**config.mk**
```make
export PLATFORM = sky130hd
export DESIGN_NAME = hazard_scoreboard
export DESIGN_NICKNAME = d
export VERILOG_FILES = /design/src/rtl/hazard_scoreboard.sv
export SDC_FILE = /design/constraint.sdc
export NUM_CORES = 1
export LEC_CHECK = 0
export CAP_MARGIN = 5
export CELL_PAD_IN_SITES_DETAIL_PLACEMENT = 1
export CELL_PAD_IN_SITES_GLOBAL_PLACEMENT = 2
export CORE_MARGIN = 3
export CORE_UTILIZATION = 21
export DETAILED_ROUTE_END_ITERATION = 16
export GPL_TIMING_DRIVEN = 0
export HOLD_SLACK_MARGIN = 0.03
export PLACE_DENSITY = 0.86
export SETUP_SLACK_MARGIN = 0.02
export SKIP_LAST_GASP = 1
export SYNTH_ARGS = -nofsm -noshare
export SYNTH_HDL_FRONTEND = slang
export SYNTH_SLANG_ARGS = --single-unit
```
**constraint.sdc**
```tcl
create_clock -name clk -period 1.7 [get_ports clk]
set_clock_uncertainty 0.1 [all_clocks]
set_input_delay 0.17 -clock clk [delete_from_list [all_inputs] [get_ports clk]]
set_output_delay 0.17 -clock clk [all_outputs]
set_load 0.01 [all_outputs]
```
**src/rtl/hazard_scoreboard.sv**
```systemverilog
// Hazard/forwarding controller: tracks in-flight destinations after ID and derives
// stall, bubble, flush, EX forward selects and ID write-back bypass. Counters: HAZARD_PERF_CNT_EN.
module hazard_scoreboard #(
   parameter int REG_AW        = 5,
   parameter int STAGES        = 3,
   parameter int RESOLVE_STAGE = 1,
   parameter int CNT_W         = 32
) (
   input  logic                       clk,
   input  logic                       reset,
   input  logic                       id_valid,
   input  logic [REG_AW-1:0]          id_rs1,
   input  logic [REG_AW-1:0]          id_rs2,
   input  logic                       id_use_rs1,
   input  logic                       id_use_rs2,
   input  logic [REG_AW-1:0]          id_rd,
   input  logic                       id_regwrite,
   input  logic                       id_memread,
   input  logic                       ex_hold,
   input  logic                       branch_taken,
   output logic                       stall,
   output logic                       bubble,
   output logic                       flush,
   output logic [$clog2(STAGES)-1:0]  fwd_a,
   output logic [$clog2(STAGES)-1:0]  fwd_b,
   output logic                       id_byp_a,
   output logic                       id_byp_b,
   output logic [CNT_W-1:0]           stall_cnt,
   output logic [CNT_W-1:0]           flush_cnt
);

   localparam int FW = $clog2(STAGES);

   logic [STAGES-1:0] r_v;
   logic [STAGES-1:0] r_rw;
   logic [REG_AW-1:0] r_rd [STAGES];
   // Only the EX slot's load flag ever matters for load-use, so it is the only one kept.
   logic              r_mr0;
   logic [FW-1:0]     r_fwd_a;
   logic [FW-1:0]     r_fwd_b;

   logic [STAGES-1:0] w_prod;
   logic [STAGES-1:0] w_m1;
   logic [STAGES-1:0] w_m2;
   logic              w_load_use;
   logic              w_flush;
   logic              w_bubble;
   logic [FW-1:0]     w_sel_a;
   logic [FW-1:0]     w_sel_b;

   always_comb begin
      for (int k = 0; k < STAGES; k++) begin
         w_prod[k] = r_v[k] & r_rw[k] & (r_rd[k] != '0);
         w_m1[k]   = id_use_rs1 & w_prod[k] & (r_rd[k] == id_rs1);
         w_m2[k]   = id_use_rs2 & w_prod[k] & (r_rd[k] == id_rs2);
      end
   end

   assign w_load_use = id_valid & w_prod[0] & r_mr0 & (w_m1[0] | w_m2[0]);
   assign w_flush    = branch_taken & ~ex_hold;
   assign w_bubble   = w_load_use & ~ex_hold & ~w_flush;

   assign flush  = w_flush;
   assign bubble = w_bubble;
   assign stall  = ex_hold | (w_load_use & ~w_flush);

   // Youngest in-flight producer wins; the WB entry is served by the ID bypass instead.
   always_comb begin
      w_sel_a = '0;
      w_sel_b = '0;
      for (int j = STAGES - 2; j >= 0; j--) begin
         if (w_m1[j]) w_sel_a = FW'(j + 1);
         if (w_m2[j]) w_sel_b = FW'(j + 1);
      end
   end

   assign id_byp_a = w_m1[STAGES-1] & ~(|w_m1[STAGES-2:0]);
   assign id_byp_b = w_m2[STAGES-1] & ~(|w_m2[STAGES-2:0]);

   assign fwd_a = r_fwd_a;
   assign fwd_b = r_fwd_b;

   always_ff @(posedge clk or posedge reset) begin
      if (reset) begin
         r_v     <= '0;
         r_rw    <= '0;
         r_mr0   <= 1'b0;
         r_fwd_a <= '0;
         r_fwd_b <= '0;
         for (int i = 0; i < STAGES; i++) r_rd[i] <= '0;
      end else if (!ex_hold) begin
         r_v[0]  <= id_valid & ~w_bubble & ~w_flush;
         r_rd[0] <= id_rd;
         r_rw[0] <= id_regwrite;
         r_mr0   <= id_memread;
         for (int i = 1; i < STAGES; i++) begin
            r_v[i]  <= r_v[i-1] & ~(w_flush & (i <= RESOLVE_STAGE));
            r_rd[i] <= r_rd[i-1];
            r_rw[i] <= r_rw[i-1];
         end
         if (w_bubble || w_flush || !id_valid) begin
            r_fwd_a <= '0;
            r_fwd_b <= '0;
         end else begin
            r_fwd_a <= w_sel_a;
            r_fwd_b <= w_sel_b;
         end
      end
   end

`ifdef HAZARD_PERF_CNT_EN
   logic [CNT_W-1:0] r_stall_cnt;
   logic [CNT_W-1:0] r_flush_cnt;

   always_ff @(posedge clk or posedge reset) begin
      if (reset) begin
         r_stall_cnt <= '0;
         r_flush_cnt <= '0;
      end else if (!ex_hold) begin
         if (w_bubble && (r_stall_cnt != '1)) r_stall_cnt <= r_stall_cnt + 1'b1;
         if (w_flush && (r_flush_cnt != '1)) r_flush_cnt <= r_flush_cnt + 1'b1;
      end
   end

   assign stall_cnt = r_stall_cnt;
   assign flush_cnt = r_flush_cnt;
`else
   assign stall_cnt = '0;
   assign flush_cnt = '0;
`endif

endmodule

```
==> metrics.cfg <==
[critical_path]
cp-start-kind = register
cp-end-kind = primary output
rr_worst_depth = 6
setup.worst_path.class = register to primary output
cp_data_required_time_ns = 1.43
timing.critical_path.fanout_max = 2
worst_ep_arrival_time_ns = 2.10

[synthesis]
synth.lib_cells_used.distinct = 35
netlist_area_um2 = 1939
synth_xor_area_share_pct = 13.55
number_of_synthesized_register_bits = 26
yosys-top-cells-area = sky130_fd_sc_hd__dfrtp_1 (34%), sky130_fd_sc_hd__buf_4 (25%), sky130_fd_sc_hd__mux2_2 (12%)
netlist_top_cells_count = sky130_fd_sc_hd__buf_4 (64), sky130_fd_sc_hd__dfrtp_1 (26), sky130_fd_sc_hd__xor2_1 (24)
post_synth_mux_area_share_pct = 11.61
synth-compound-area-share_pct = 6.839
yosysWarningCount = 0
synth_simple_gate_area_share_pct = 8.516
count_of_flip_flops_with_a_built_in_enable_after_synthesis = 0
post_synth_fa_ha_maj_area_fraction_pct = 0
yosysSeqAreaShare_pct = 33.55
flip_flop_cell_with_the_highest_count_after_synthesis = sky130_fd_sc_hd__dfrtp_1
syn_area_per_cell_um2 = 10.26
synthDominantAreaCellType = sky130_fd_sc_hd__dfrtp_1
syn_inst = 189
yosysMostFrequentCell = sky130_fd_sc_hd__buf_4
synth_top_area_share_pct = 33.55
async_flop_share_pct = 100.0
dominant_combinational_cell_family_by_area_after_synthesis = buffers and inverters

[detailed_routing]
post-route-drc-count = 0
detail_route.first_pass.iterations = 4
routedWlPerCell_um = 12.45
detailroute.via_count = 1546
drtIter0Drc = 30
via_per_inst = 3.808
antenna_violating_nets_post_route = 0
finalWirelength_um = 5053

[sta]
final.period_utilization_pct = 139.1
report.final.setup_viol = 9
timing.final.crit_period_ns = 2.365
slew_at_the_pin_closest_to_its_max_slew_limit_ns = 0.9849
timing.final.hold_violations = 0
timing.fmax_ghz = 0.4228
final_ws_setup_ns = -0.6651
finalMaxSlewViolations = 0
timing.max_slew.rel_slack_pct = 34.26
rsz0062_at_grt = yes

[placed_design]
detailed_place.area_um2 = 2650
place.port_buffers = 32
place_congestion = 0.8612
detailedPlacementHpwl_um = 4015

[clock_network]
holdBufCountCts = 0
cts_buffers = 3
clock_edge_transition_at_the_registers_on_the_reported_setup_and_hold_paths_ns = 0.09
ctsRootBufferMaster = sky130_fd_sc_hd__clkbuf_8
clk_latency_ns = 0.27
clock_tree.buffer_depth = 2
htree_num_levels = 1
tritoncts = done
clock_sink_count = 26

[pwr]
power.total_w = 0.001871
cellPowerDensity_nw_per_um2 = 652.7
static-leakage-power_nw = 1.387
sw_share_pct = 29.29
power.share.combinational_pct = 30.3
clock_power_share_pct = 27.1
p_sw_w = 0.0005481
power.ir.vdd_worst_uv = 271.7
p_int_w = 0.001323
seqPwrFrac_pct = 42.7

[global_route]
first_global_vias = 1549
grt_pass1_wl_um = 7776
gr-total-overflow = 0
track_usage_pct = 9.369
grt_antenna_before_repair = 0
grt_max_degree = 27

[die]
placementRows = 34
initial_core_util_pct = 21.92
core_area_um2 = 8848
chipWidth_um = 102.1
die_area_um2 = 10420
chipHeight_um = 102.1
num_io_pins = 97

[hold_path]
timing.hold.worst.class = input pin to register
worst_hold_path.num_cells = 2

[job]
timing.max_cap.violations = 0

[run_status]
failed_checks = negative setup slack
outcome = finished, violations left

[final_layout]
post_route_cells_drive_above_1_share_pct = 41.28
areaGrowthSynthToFinish_pct = 47.81
finalNetCount = 323
antenna-diode-count = 0
final_design_area_no_fill_um2 = 2867

-- power groups by stage --
stage	Combinational [W]	Sequential (W)	Clock, W
CTS	0.000535	0.000795	0.000522
global placement	0.000481	0.000814	0
finish	0.000566	0.000799	0.000506
floorplan	0.000383	0.000771	0
detailed placement	0.000494	0.000815	0
global route	0.000622	0.000810	0.000551
-- final cells by class --
cell class	instances	area, um2
Fill cell	1033	5982
Multi-Input combinational cell	157	1105
Sequential cell	26	656.9
Buffer	67	501.7
Timing Repair Buffer	42	389.1
Tap cell	108	135.1
Clock buffer	3	41.29
Clock inverter	1	30.03
Inverter	2	7.507
-- through the flow --
step	worst slack (ns)	cells	util [%]	TNS, ns	hold slack (ns)
after floorplan	-0.07422	252	-	-0.3405	0.1100
after global placement	-0.9517	392	29.95	-6.524	0.3795
after detailed placement	-0.9743	392	29.95	-7.426	0.3839
after CTS	-0.6511	405	31.66	-3.513	0.2439
after global routing	-0.7361	406	32.40	-4.201	0.3526
final	-0.6651	406	32.40	-3.479	0.2872
-- critical path, cell delays in order, from the launching register on --
cell                       delay (ns)
sky130_fd_sc_hd__dfrtp_2         0.43
sky130_fd_sc_hd__or4_4           0.54
sky130_fd_sc_hd__o211ai_1        0.27
sky130_fd_sc_hd__buf_4           0.18
sky130_fd_sc_hd__nor2_4          0.04
sky130_fd_sc_hd__a211oi_2        0.20
sky130_fd_sc_hd__buf_2           0.17
-- cell usage in the layout, fill, tap and decap left out, types with 3 or more instances in the layout --
master / Yosys / final
sky130_fd_sc_hd__conb_1: 1 / 64
sky130_fd_sc_hd__nor4_1: 6 / 4
sky130_fd_sc_hd__clkdlybuf4s50_1: 0 / 26
sky130_fd_sc_hd__clkbuf_8: 0 / 4
sky130_fd_sc_hd__dfrtp_1: 26 / 21
sky130_fd_sc_hd__nand3_2: 1 / 3
sky130_fd_sc_hd__mux2_2: 20 / 20
sky130_fd_sc_hd__nand2_1: 4 / 4
sky130_fd_sc_hd__buf_4: 64 / 73
sky130_fd_sc_hd__dfrtp_2: 0 / 5
sky130_fd_sc_hd__xnor2_1: 6 / 6
sky130_fd_sc_hd__nand4_1: 3 / 3
sky130_fd_sc_hd__xor2_1: 24 / 23
-- layer usage --
| metal | GRT usage (%) | vias up | wire (um) |
|---|---|---|---|
| li1 | - | 736 | - |
| met1 | 11.25 | 750 | 2053 |
| met2 | 17.24 | 53 | 2639 |
| met3 | 1.297 | 7 | 284 |
| met4 | 2.825 | 0 | 77 |
| met5 | 0 | - | 0 |
-- worst paths after layout --
path | end | start | slack (ns)
worst max-delay path | id_byp_b | r_rd[12] | -0.67
worst min-delay path | r_v[1] | branch_taken | 0.29
worst max register to register | fwd_b[0] | r_rd[12] | -0.33
worst min register to register | fwd_b[1] | fwd_b[1] | 0.40
max in group asynchronous | r_rd[12] | reset | 0.51
min in group asynchronous | r_rd[10] | reset | 0.33
-- registers in the layout, summed over array words and instances (netlist names) --
name,cells
r_rd,15
r_v,3
fwd_a,2
r_rw,3
r_mr0,1
fwd_b,2
-- cell families (layout without fill, tap and decap cells) --
| kind of cell | count (synthesis) | count (layout) |
|---|---|---|
| and+or+nand+nor | 28 | 28 |
| muxes | 20 | 20 |
| AOI/OAI and AO/OA | 15 | 15 |
| buffers and inverters | 69 | 115 |
| xor gates and xnor gates | 30 | 30 |
| other | 1 | 64 |
| DFF | 26 | 26 |
-- timing repair --
action,CTS,global route
endpoints found under the setup margin,10,9
buffers inserted,10,2
pin swaps,10,3
resized for setup,27,10
(Power assumes the default switching activity.)
